===== config.mk =====
export PLATFORM = sky130hd
export DESIGN_NAME = atomic_counter_reader_flat
export DESIGN_NICKNAME = d
export VERILOG_FILES = /design/src/rtl/atomic_counter_pkg.sv /design/src/rtl/atomic_counter_reader_if.sv /design/src/rtl/atomic_counter_reader_ack_timer.sv /design/src/rtl/atomic_counter_reader.sv /design/src/flat_wrapper.sv
export SDC_FILE = /design/constraint.sdc
export NUM_CORES = 1
export LEC_CHECK = 0
export BUFFER_PORTS_ARGS = -buffer_cell sky130_fd_sc_hd__buf_2
export CAP_MARGIN = 25
export CELL_PAD_IN_SITES_DETAIL_PLACEMENT = 0
export CELL_PAD_IN_SITES_GLOBAL_PLACEMENT = 1
export CORE_MARGIN = 5
export CORE_UTILIZATION = 45
export DETAILED_ROUTE_END_ITERATION = 10
export GPL_ROUTABILITY_DRIVEN = 0
export PLACE_DENSITY = 0.89
export SETUP_SLACK_MARGIN = 0.02
export SYNTH_ARGS = -nofsm -noshare
export SYNTH_HDL_FRONTEND = slang
export SYNTH_SLANG_ARGS = --single-unit

===== constraint.sdc =====
create_clock -name clk -period 15.7 [get_ports clk]
set_input_delay 3.14 -clock clk [delete_from_list [all_inputs] [get_ports clk]]
set_output_delay 3.14 -clock clk [all_outputs]
set_load 0.02 [all_outputs]

===== src/rtl/atomic_counter_pkg.sv =====
// Shared types and default sizing for the split 64-bit counter reader.
// The reader fetches a wide counter as two bus-width halves and assembles them.
package atomic_counter_pkg;

  localparam int DATABUS_DEF  = 32;
  localparam int COUNTLEN_DEF = 64;
  localparam int TIMEOUT_DEF  = 15;

  typedef enum logic [2:0] {
    IDLE    = 3'd0,
    REQ_LO  = 3'd1,
    WAIT_LO = 3'd2,
    REQ_HI  = 3'd3,
    WAIT_HI = 3'd4
  } state_t;

endpackage


===== src/rtl/atomic_counter_reader_if.sv =====
// Handshake bundle between the counter reader, its requester and the counter.
// master is the reader itself; slave is the requester/counter side.
interface atomic_counter_reader_if
  import atomic_counter_pkg::*;
#(
  parameter int DATABUS  = DATABUS_DEF,
  parameter int COUNTLEN = COUNTLEN_DEF
);

  logic                start_i;
  logic                req_o;
  logic                atomic_o;
  logic                ack_i;
  logic [DATABUS-1:0]  count_i;
  logic [COUNTLEN-1:0] sample_o;
  logic [COUNTLEN-1:0] delta_o;
  logic                valid_o;
  logic                busy_o;
  logic                timeout_o;

  modport master (
    input  start_i, ack_i, count_i,
    output req_o, atomic_o, sample_o, delta_o, valid_o, busy_o, timeout_o
  );

  modport slave (
    output start_i, ack_i, count_i,
    input  req_o, atomic_o, sample_o, delta_o, valid_o, busy_o, timeout_o
  );

endinterface


===== src/rtl/atomic_counter_reader_ack_timer.sv =====
// Wait-cycle counter for one half-read; expired flags the last allowed wait cycle.
// clear takes priority so every wait phase starts counting from zero.
module ack_timer #(
  parameter int TIMEOUT = 15
) (
  input  logic clk,
  input  logic reset,
  input  logic clear,
  input  logic enable,
  output logic expired
);

  localparam int CW = $clog2(TIMEOUT + 1);

  logic [CW-1:0] cnt;

  // cnt holds the number of wait cycles already completed
  assign expired = enable && (cnt == CW'(TIMEOUT - 1));

  always_ff @(posedge clk or posedge reset) begin
    if (reset) begin
      cnt <= '0;
    end else if (clear) begin
      cnt <= '0;
    end else if (enable && !expired) begin
      cnt <= cnt + 1'b1;
    end
  end

endmodule


===== src/rtl/atomic_counter_reader.sv =====
// Reads a wide counter as an atomic low half (latching the MSBs) then the latched high half,
// publishing the assembled sample and its modular difference from the previous sample.
module atomic_counter_reader
  import atomic_counter_pkg::*;
#(
  parameter int DATABUS  = DATABUS_DEF,
  parameter int COUNTLEN = COUNTLEN_DEF,
  parameter int TIMEOUT  = TIMEOUT_DEF
) (
  input logic                    clk,
  input logic                    reset,
  atomic_counter_reader_if.master bus
);

  state_t              state;
  logic [DATABUS-1:0]  lo_half;
  logic [COUNTLEN-1:0] sample;
  logic [COUNTLEN-1:0] delta;
  logic [COUNTLEN-1:0] new_sample;
  logic                valid;
  logic                timeout;
  logic                timer_clear;
  logic                timer_en;
  logic                expired;

  function automatic logic [COUNTLEN-1:0] assemble(input logic [DATABUS-1:0] hi,
                                                   input logic [DATABUS-1:0] lo);
    return {hi, lo};
  endfunction

  function automatic logic [COUNTLEN-1:0] wrap_delta(input logic [COUNTLEN-1:0] cur,
                                                     input logic [COUNTLEN-1:0] prev);
    return cur - prev;
  endfunction

  assign new_sample  = assemble(bus.count_i, lo_half);
  assign timer_clear = (state == REQ_LO) || (state == REQ_HI);
  assign timer_en    = (state == WAIT_LO) || (state == WAIT_HI);

  ack_timer #(.TIMEOUT(TIMEOUT)) u_ack_timer (
    .clk     (clk),
    .reset   (reset),
    .clear   (timer_clear),
    .enable  (timer_en),
    .expired (expired)
  );

  // sample doubles as the previous sample for the next delta
  always_ff @(posedge clk or posedge reset) begin
    if (reset) begin
      state   <= IDLE;
      lo_half <= '0;
      sample  <= '0;
      delta   <= '0;
      valid   <= 1'b0;
      timeout <= 1'b0;
    end else begin
      valid   <= 1'b0;
      timeout <= 1'b0;
      case (state)
        IDLE:    if (bus.start_i) state <= REQ_LO;
        REQ_LO:  state <= WAIT_LO;
        WAIT_LO: begin
          if (bus.ack_i) begin
            lo_half <= bus.count_i;
            state   <= REQ_HI;
          end else if (expired) begin
            timeout <= 1'b1;
            state   <= IDLE;
          end
        end
        REQ_HI:  state <= WAIT_HI;
        WAIT_HI: begin
          if (bus.ack_i) begin
            sample <= new_sample;
            delta  <= wrap_delta(new_sample, sample);
            valid  <= 1'b1;
            state  <= IDLE;
          end else if (expired) begin
            timeout <= 1'b1;
            state   <= IDLE;
          end
        end
        default: state <= IDLE;
      endcase
    end
  end

  // request strobes and busy decode straight from the state register
  assign bus.req_o     = (state == REQ_LO) || (state == REQ_HI);
  assign bus.atomic_o  = (state == REQ_LO);
  assign bus.busy_o    = (state != IDLE);
  assign bus.sample_o  = sample;
  assign bus.delta_o   = delta;
  assign bus.valid_o   = valid;
  assign bus.timeout_o = timeout;

endmodule


===== src/flat_wrapper.sv =====
// flat-port wrapper written by rule: the top's interface ports become plain ports
module atomic_counter_reader_flat import atomic_counter_pkg::*;
#(
  parameter int DATABUS  = DATABUS_DEF,
  parameter int COUNTLEN = COUNTLEN_DEF,
  parameter int TIMEOUT  = TIMEOUT_DEF
)
  (clk, reset, bus_start_i, bus_ack_i, bus_count_i, bus_req_o, bus_atomic_o, bus_sample_o, bus_delta_o, bus_valid_o, bus_busy_o, bus_timeout_o);
  atomic_counter_reader_if #(.DATABUS(DATABUS), .COUNTLEN(COUNTLEN)) bus_i ();
  input logic clk;
  input logic reset;
  input wire logic [$bits(bus_i.start_i)-1:0] bus_start_i;
  input wire logic [$bits(bus_i.ack_i)-1:0] bus_ack_i;
  input wire logic [$bits(bus_i.count_i)-1:0] bus_count_i;
  output wire logic [$bits(bus_i.req_o)-1:0] bus_req_o;
  output wire logic [$bits(bus_i.atomic_o)-1:0] bus_atomic_o;
  output wire logic [$bits(bus_i.sample_o)-1:0] bus_sample_o;
  output wire logic [$bits(bus_i.delta_o)-1:0] bus_delta_o;
  output wire logic [$bits(bus_i.valid_o)-1:0] bus_valid_o;
  output wire logic [$bits(bus_i.busy_o)-1:0] bus_busy_o;
  output wire logic [$bits(bus_i.timeout_o)-1:0] bus_timeout_o;
  assign bus_i.start_i = bus_start_i;
  assign bus_i.ack_i = bus_ack_i;
  assign bus_i.count_i = bus_count_i;
  assign bus_req_o = bus_i.req_o;
  assign bus_atomic_o = bus_i.atomic_o;
  assign bus_sample_o = bus_i.sample_o;
  assign bus_delta_o = bus_i.delta_o;
  assign bus_valid_o = bus_i.valid_o;
  assign bus_busy_o = bus_i.busy_o;
  assign bus_timeout_o = bus_i.timeout_o;
  atomic_counter_reader #(.DATABUS(DATABUS), .COUNTLEN(COUNTLEN), .TIMEOUT(TIMEOUT)) u_core (.clk(clk), .reset(reset), .bus(bus_i));
endmodule

==> out/qor.yml <==
run_status:
  outcome: "finished clean"
critical_path:
  end_kind: "register"
  path_class: "in -> reg"
  critPathMaxStageDelay_ps: 390
  cp.depth: 12
  worstPathArrival_ps: 5750
  r2r_cells: 12
  worstPathMaxFanout: 6
  crit_slowest_cell: "ha_1"
  startpoint_type: "input pin"
  r2r_slack_ps: 12020
  reg2reg_from: "u_core.bus.sample_o[0]$_DFFE_PP0P_"
  critPathTopFamily: "compound AO/OA/AOI/OAI gates"
  r2r-end: "u_core.bus.delta_o[62]$_DFFE_PP0P_"
  cp.required_ps: 15990
  cp_num_buf_inv: 1
  cp_cell_sequence: "buf_2 -> ha_1 -> and3_1 -> and4_1 -> nor2b_1 -> nor2b_1 -> a211oi_2 -> a21oi_2 -> a21oi_2 -> o41ai_2 -> xnor2_1 -> o21ai_1"
floorplan:
  initial_utilization: 0.457
  io_pins: 169
  die_w_um: 159
  die_y_um: 159
  rows: 54
  die-area_um2: 25300
  core_area_um2: 21900
job:
  drv_cap: 0
global_routing:
  grt_pass1_wl_mm: 45.2
  grt_overflow: 0
  antenna_found_initial: 0
  grt_pass1_vias: 8331
  grt_max_degree: 88
  grt_usage: 0.218
final_layout:
  layout_common_cells: "nand2_1 (197), dfrtp_1 (169), buf_2 (168)"
  areaGrowthSynthToFinish_pct: 16.7
  post-route-cell-area_um2: 11700
  mostFrequentLayoutCell: "nand2_1"
  n_fill_cell: 2076
  antenna_cells: 0
  stdcell_count: 1562
  drive_gt1_frac: 0.201
  nets: 1371
logic_synthesis:
  synthDistinctLibCells: 74
  synth_top_area_cell: "dfrtp_1"
  synthCells: 1128
  yosys_warnings: 0
  synth_nets: 1230
  ys_ff_latch: 169
  synth_area_um2: 10000
  synth_edf_count: 0
  synth.top_cell.area_share: 0.422
  ys_seq_area_frac: 0.422
  synth_top_flop_cell: "dfrtp_1"
  postSynth.asyncResetShare: 1.00
  synth.area.top_cells: "dfrtp_1 (42%), o21ai_0 (8.1%), ha_1 (8.1%)"
  avgSynthCellArea_um2: 8.87
placed_design:
  pre_cts_ws_ps: 9830
  dpl.hpwl_mm: 21.0
  place_inst: 1530
  dpl-instance-area_um2: 11100
  portBuffers: 168
clock_tree:
  postCtsSetupRepairBufs: 0
  ctsLongestPathBuffers: 2
  cts_hold_buf: 0
  cts_sinks: 169
  cts_buffers: 17
  root_buffer: "clkbuf_16"
  htree_levels: 4
  clk_pin_slew_ps: 60
  clock_latency_ps: 430
  cts.repair.resized: 0
  cts_tree: "yes"
timing:
  tns_ps: 0
  relSlewSlack: 0.455
  skew_ps: 9.89
  finalSetupViolations: 0
  rsz0062_at_grt: "false"
  worst_slew_pin_slew_ps: 817
  drv_slew: 0
  period_minus_slack_ps: 5460
  hold_viol: 0
  fmax_mhz: 183
  setup_slack_ps: 10240
  fin_crit_sh: 0.347
routing:
  vias: 8666
  drc_errors: 0
  wl_mm: 27.9
  drtIter0Drc: 667
  wl_per_cell_um: 17.8
  vias_per_cell: 5.55
  ant_nets: 0
  firstDrtPassIters: 8
worst_hold_path:
  holdPathEnd: "u_core.bus.delta_o[9]$_DFFE_PP0P_"
  min_path_cells: 2
  hold_class: "reg -> reg"
  min-delay-start: "u_core.bus.delta_o[9]$_DFFE_PP0P_"
## how the worst max path moves through the flow
stage | start | end | slack [ps]
2_1_floorplan | reset | u_core.bus.delta_o[0]$_DFFE_PP0P_ | 7980
3_3_place_gp | bus_count_i[0] | u_core.bus.delta_o[62]$_DFFE_PP0P_ | 9900
3_5_place_dp | bus_count_i[0] | u_core.bus.delta_o[62]$_DFFE_PP0P_ | 9830
4_1_cts | bus_count_i[0] | u_core.bus.delta_o[62]$_DFFE_PP0P_ | 10290
5_1_grt | bus_count_i[0] | u_core.bus.delta_o[62]$_DFFE_PP0P_ | 10110
6_report | bus_count_i[0] | u_core.bus.delta_o[62]$_DFFE_PP0P_ | 10240
## final cells by class
cell class	count	area, um2	share of cell area
clock buffers	20	437	0.0374
clock inverters	12	151	0.0130
inverters	82	314	0.0269
multi-input cells	826	5300	0.454
flip-flops and latches	169	4230	0.362
well taps	280	350	0.0300
repair buffers	173	898	0.0769
## registers in the layout, indices dropped and copies added (netlist names)
name and count:
u_core.u_ack_timer.cnt 4, u_core.bus.valid_o 1, u_core.bus.delta_o 64, u_core.bus.sample_o 64
u_core.bus.timeout_o 1, u_core.state 3, u_core.lo_half 32
## metrics by stage
step / hold slack [ps] / util
after global placement: 457 / 0.505
after floorplan: 471 / -
after CTS: 480 / 0.533
final: 474 / 0.533
after detailed placement: 466 / 0.507
after global routing: 497 / 0.533
## routing by layer
metal  global-route usage  wire (um)  vias up
met5                    0          0        -
met4               0.0570        489        0
met3               0.0489       1730       34
met2                0.338      12700      298
met1                0.309      13000     4137
li1                     -          -     4197
## cells by family after synthesis
logic type | Yosys count | synth area share
adder cells (fa/ha/maj) | 66 | 0.0832
flip-flops | 169 | 0.422
AO/OA/AOI/OAI | 346 | 0.213
AND/OR/NAND/NOR | 320 | 0.140
multiplexers | 33 | 0.0369
XOR/XNOR | 61 | 0.0534
buffers and inverters | 133 | 0.0510
## synthesized netlist by cell type (7+ instances only)
cell      count
o21a_1        8
o21bai_1     13
clkbuf_1     41
nand2_1     197
nand2b_1      9
xnor2_1      30
nand4_1      19
o21ai_0     163
ha_1         65
a21o_1       14
mux2_2       31
xor2_1       31
nor3_1        7
a21oi_1      81
inv_1        82
nor2_1       45
nand3_1      13
dfrtp_1     169
a31oi_1       9
## worst reg2reg max path, stage by stage, from the launching register on
cell       delay [ps]
dfrtp_1           400
ha_1              250
fa_1              420
and2b_1           250
o2111ai_1         170
a211o_1           370
a311oi_2          420
a211oi_2          190
a21oi_2           320
a21oi_2           140
o41ai_2           390
xnor2_1           160
o21ai_1            70
Power is left out: the tool's default activity adds up to more than one toggle a clock period on the data nets, which glitch-free logic cannot reach.
